--- src/rtl/pc_sequencer.sv ---
// Program-counter sequencer with a circular return-address stack.
// Handles sequential, branch, jump, call and return flow, optional
// destination alignment, and sticky overflow/underflow/misalign flags.
module pc_sequencer #(
    parameter int unsigned      WIDTH        = 32,
    parameter logic [WIDTH-1:0] RESET_VECTOR = '0,
    parameter int unsigned      INC          = 4,
    parameter int unsigned      ALIGN        = 2,
    parameter int unsigned      RAS_DEPTH    = 4
) (
    input  logic                               clk,
    input  logic                               rst,
    input  logic                               stall,
    input  logic [2:0]                         op,
    input  logic [WIDTH-1:0]                   target,
    input  logic [WIDTH-1:0]                   offset,
    output logic [WIDTH-1:0]                   pc,
    output logic [$clog2(RAS_DEPTH+1)-1:0]     ras_count,
    output logic                               ras_full,
    output logic                               ras_empty,
    output logic                               ras_ovf,
    output logic                               ras_unf,
    output logic                               misalign
);

    localparam int unsigned CNT_W = $clog2(RAS_DEPTH + 1);
    localparam int unsigned PTR_W = $clog2(RAS_DEPTH);

    localparam logic [2:0] OP_HOLD   = 3'd0;
    localparam logic [2:0] OP_SEQ    = 3'd1;
    localparam logic [2:0] OP_BRANCH = 3'd2;
    localparam logic [2:0] OP_JUMP   = 3'd3;
    localparam logic [2:0] OP_CALL   = 3'd4;
    localparam logic [2:0] OP_RET    = 3'd5;

    // Low PC bits that must be zero; all-zero mask when alignment is disabled.
    localparam logic [WIDTH-1:0] ALIGN_MASK = (WIDTH'(1) << ALIGN) - WIDTH'(1);

    // pc_q carries a declaration initialiser so it holds RESET_VECTOR before the first reset.
    logic [WIDTH-1:0] pc_q = RESET_VECTOR;
    logic [WIDTH-1:0] pc_d;
    logic [CNT_W-1:0] count_q, count_d;
    logic [PTR_W-1:0] wp_q, wp_d;
    logic             ovf_q, ovf_d;
    logic             unf_q, unf_d;
    logic             mis_q, mis_d;

    logic [WIDTH-1:0] ras_q [RAS_DEPTH];

    logic [WIDTH-1:0] pc_inc;
    logic [WIDTH-1:0] dest;
    logic             check_align;
    logic             push_en;
    logic [PTR_W-1:0] wp_next;
    logic [PTR_W-1:0] wp_prev;
    logic             stack_full;
    logic             stack_empty;

    assign pc_inc      = pc_q + WIDTH'(INC);
    assign stack_full  = (count_q == CNT_W'(RAS_DEPTH));
    assign stack_empty = (count_q == '0);

    // Write pointer wraps at RAS_DEPTH so overflow overwrites the oldest entry.
    assign wp_next = (wp_q == PTR_W'(RAS_DEPTH - 1)) ? '0 : wp_q + PTR_W'(1);
    assign wp_prev = (wp_q == '0) ? PTR_W'(RAS_DEPTH - 1) : wp_q - PTR_W'(1);

    // Next-state computation for pc, stack bookkeeping and sticky flags.
    always_comb begin
        dest        = pc_q;
        check_align = 1'b0;
        push_en     = 1'b0;
        count_d     = count_q;
        wp_d        = wp_q;
        ovf_d       = ovf_q;
        unf_d       = unf_q;
        mis_d       = mis_q;

        case (op)
            OP_HOLD: dest = pc_q;
            OP_SEQ:  dest = pc_inc;
            OP_BRANCH: begin
                dest        = pc_q + offset;
                check_align = 1'b1;
            end
            OP_JUMP: begin
                dest        = target;
                check_align = 1'b1;
            end
            OP_CALL: begin
                dest        = target;
                check_align = 1'b1;
                push_en     = 1'b1;
                wp_d        = wp_next;
                if (stack_full) begin
                    ovf_d = 1'b1;
                end else begin
                    count_d = count_q + CNT_W'(1);
                end
            end
            OP_RET: begin
                if (!stack_empty) begin
                    dest        = ras_q[wp_prev];
                    check_align = 1'b1;
                    wp_d        = wp_prev;
                    count_d     = count_q - CNT_W'(1);
                end else begin
                    // Empty stack: fall through as a sequential step.
                    dest  = pc_inc;
                    unf_d = 1'b1;
                end
            end
            default: dest = pc_q;
        endcase

        pc_d = dest;
        if (check_align) begin
            pc_d = dest & ~ALIGN_MASK;
            if (|(dest & ALIGN_MASK)) begin
                mis_d = 1'b1;
            end
        end
    end

    // Control state: reset wins, stall freezes everything.
    always_ff @(posedge clk) begin
        if (rst) begin
            pc_q    <= RESET_VECTOR;
            count_q <= '0;
            wp_q    <= '0;
            ovf_q   <= 1'b0;
            unf_q   <= 1'b0;
            mis_q   <= 1'b0;
        end else if (!stall) begin
            pc_q    <= pc_d;
            count_q <= count_d;
            wp_q    <= wp_d;
            ovf_q   <= ovf_d;
            unf_q   <= unf_d;
            mis_q   <= mis_d;
        end
    end

    // Stack storage; contents are not reset and are only reachable via count_q.
    always_ff @(posedge clk) begin
        if (!rst && !stall && push_en) begin
            ras_q[wp_q] <= pc_inc;
        end
    end

    assign pc        = pc_q;
    assign ras_count = count_q;
    assign ras_full  = stack_full;
    assign ras_empty = stack_empty;
    assign ras_ovf   = ovf_q;
    assign ras_unf   = unf_q;
    assign misalign  = mis_q;

endmodule

--- config.mk ---
export PLATFORM = sky130hd
export DESIGN_NAME = pc_sequencer
export DESIGN_NICKNAME = d
export VERILOG_FILES = /design/src/rtl/pc_sequencer.sv
export SDC_FILE = /design/constraint.sdc
export NUM_CORES = 1
export LEC_CHECK = 0
export CELL_PAD_IN_SITES_DETAIL_PLACEMENT = 0
export CELL_PAD_IN_SITES_GLOBAL_PLACEMENT = 1
export CORE_MARGIN = 3
export CORE_UTILIZATION = 40
export CTS_BUF_LIST = sky130_fd_sc_hd__clkbuf_4
export CTS_CLUSTER_SIZE = 16
export DETAILED_ROUTE_END_ITERATION = 8
export GPL_TIMING_DRIVEN = 0
export HOLD_SLACK_MARGIN = 0.03
export PLACE_DENSITY = 0.8
export SLEW_MARGIN = 20
export SYNTH_ARGS = -nofsm -noshare
export SYNTH_HDL_FRONTEND = slang
export SYNTH_SLANG_ARGS = --single-unit
--- constraint.sdc ---
create_clock -name clk -period 3.5 [get_ports clk]
set_clock_uncertainty 0.2 [all_clocks]
set_input_delay 0.35 -clock clk [delete_from_list [all_inputs] [get_ports clk]]
set_output_delay 0.35 -clock clk [all_outputs]
set_load 0.01 [all_outputs]
==> metrics.yaml <==
run_status:
  status: "completed"
placement:
  post-dp-hpwl_um: 20000
  dpl.cell_count: 1163
  place_congestion: 0.900
  io_buffers: 106
  placement.cell_area_um2: 10700
  dp_slack_ps: -135
die:
  io_pins: 110
  fp.dieW_um: 158
  start_util_pct: 41.4
  die_height_um: 158
  core_area_um2: 22200
  floorplan.die_area_um2: 24800
  row_count: 54
timing:
  worst_pin_slew_ps: 1040
  hold_viol: 0
  fin_crit_ps: 3270
  relSlewSlack_pct: 31.0
  slew_viol_final: 0
  hold_ws_ps: 101
  finalSetupTns_ps: 0
  period_share_pct: 93.3
  setup-violations-final: 0
  rsz0062_at_grt: "no"
  max_clock_freq_mhz: 306
  setup_ws_ps: 233
setup_path:
  crit_family: "buffers and inverters"
  crit_start: "wp_q[0]"
  r2r_slack_ps: 230
  slowest_stage: "mux4_2"
  crit_path_start_kind: "flop"
  crit_cells: 8
  cp.required_ps: 3760
  crit_fanout: 10
  cp-end-kind: "flop"
  crit_chain: "inv_1, ha_1, buf_2, clkbuf_4, buf_2, mux4_2, a221oi_1, a21oi_1"
  reg2reg_from: "wp_q[0]"
  cpMostUsedCell: "buf_2"
  crit_buf_inv: 4
  r2r-end: "pc[21]"
  ff2ff_path_depth: 8
  max_stage_delay_ps: 540
  arrival_ps: 3530
  path_class: "flop to flop"
worst_hold_path:
  whs_path_depth: 5
  min_path_type: "input port to flop"
  min_to: "wp_q[0]"
  hold_start: "op[2]"
logic_synthesis:
  syn_nets: 881
  synth_cells: 773
  yosys.cell_types.count: 69
  synth_edf_count: 128
  syn_avg_cell_area_um2: 11.9
  netlist_area_um2: 9190
  synthFlopType: "edfxtp_1"
  synth_seq_cells: 168
  async_flop_share_pct: 0
  ys_warn_count: 0
  seq_area_frac_synth_pct: 50.5
clock_network:
  htree_levels: 4
  insertion_delay_ps: 590
  clock-root-buffer: "clkbuf_4"
  clkTransAtPathRegs_ps: 150
  cts_made_buffers: 17
  cts_tree: "yes"
  cts_num_sinks: 168
  ctsHoldBuffers: 0
  ctsLongestPathBuffers: 2
route:
  wl_per_cell_um: 23.2
  postRouteAntennaNets: 0
  via_count: 7139
  vias_per_cell: 5.96
  route.detailed.drc: 0
  drtPass1Iterations: 5
  wl_um: 27700
  drt-initial-drc-count: 594
global_routing:
  grt-ovfl-total: 0
  track_usage_pct: 22.6
  grt_pass1_wl_um: 41900
  grt_pass1_vias: 6966
  antenna_found_initial: 2
  grt_start_max_net_pins: 21
power:
  p_per_area_nw_per_um2: 395
  p_leak_nw: 3.96
  ir_worst_vdd_mv: 0.218
  total_power_mw: 4.36
finish:
  fillers: 1987
  drive_gt1_share_pct: 12.3
  instances_no_fill: 1197
  design_area_um2: 11000
  seq_area_um2: 4640
  multi_input_area_um2: 4310
  finish.utilization_pct: 49.7
  nets: 1010
  area_growth_pct: 20.0
job:
  cap_violations: 0
==> worst register-to-register path, stage by stage (launching register included) <==
cell and delay (ps):
dfxtp_1 430, inv_1 140, ha_1 290, buf_2 220, clkbuf_4 370, buf_2 380
mux4_2 550, a221oi_1 440, a21oi_1 130
==> flip-flops by register name (all words and copies together) (netlist names) <==
signal	cells
misalign	1
pc	32
ras_q	128
ras_count	3
ras_unf	1
wp_q	2
ras_ovf	1
==> layer usage <==
layer	global-route usage, %	share of wire [%]	routed length [um]
met1	32.1	44	12300
met2	36.5	47	13100
met3	3.80	6.7	1860
met4	5.58	1.8	496
met5	0	0	0
==> cell usage after synthesis, types with 16 or more instances <==
cell	number	share of area, %
dfxtp_1	40	8.7
xor2_1	16	1.5
clkbuf_1	22	0.90
nand3_1	20	1.1
xnor2_1	41	3.9
edfxtp_1	128	42
inv_1	19	0.78
a221o_1	26	2.8
o21ai_0	31	1.7
buf_2	16	0.87
nor3_1	16	0.87
nand2_1	37	1.5
nor2_1	58	2.4
ha_1	36	4.9
mux4_2	30	7.3
a21oi_1	40	2.2
a221oi_1	27	2.6
==> worst max-delay path by stage <==
stage and end:
2_1_floorplan ras_q[3][0], 3_3_place_gp ras_q[3][14], 3_5_place_dp pc[26], 4_1_cts pc[12], 5_1_grt pc[28], 6_report pc[21]
==> kinds of logic after synthesis <==
| family | count (synthesis) | share of synthesized area (%) |
|---|---|---|
| buffers and inverters | 65 | 2.95 |
| adders and majority gates | 38 | 5.33 |
| and+or+nand+nor | 202 | 11.6 |
| xor gates and xnor gates | 57 | 5.43 |
| AOI/OAI and AO/OA | 210 | 16.4 |
| muxes | 33 | 7.73 |
| DFF | 168 | 50.5 |
==> layout make-up <==
class | instances | share of cell area [%]
clock inverter | 14 | 1.55
timing repair buffer | 110 | 10.3
buffer | 42 | 1.72
tap | 280 | 3.17
inverter | 23 | 0.782
clock buffer | 18 | 1.22
antenna | 2 | 0.0453
multi-input combinational | 540 | 39.1
sequential | 168 | 42.1
==> power by group <==
part,switching [mW],leakage (nW),internal [mW]
clock,0.737,0.162,0.510
combinational,0.478,2.30,0.382
sequential,0.0675,1.49,2.19
==> placed cells by master, fill, tap and decap left out, types with 5 or more instances in the layout <==
master,count
edfxtp_1,128
clkdlybuf4s50_1,106
nor2_1,58
xnor2_1,40
a21oi_1,40
dfxtp_1,40
nand2_1,37
ha_1,36
o21ai_0,31
mux4_2,30
a221oi_1,27
a221o_1,26
clkbuf_1,21
nand3_1,20
inv_1,19
clkbuf_4,19
xor2_1,16
nor3_1,16
buf_2,15
a21o_1,15
nand4_1,13
and3_1,9
o21ai_1,9
nand2b_1,8
and2_1,8
or3_1,7
a211oi_1,7
a31oi_1,7
o21bai_1,6
a22oi_1,6
o211ai_1,5
==> what timing repair did <==
action | 4_1_cts | 5_1_grt
endpoints found under the setup margin | 4 | 6
endpoints found under the hold margin | 0 | 0
resized for setup | 1 | 6
buffers inserted | 0 | 0
No activity file was read; power rests on OpenSTA's default activity.
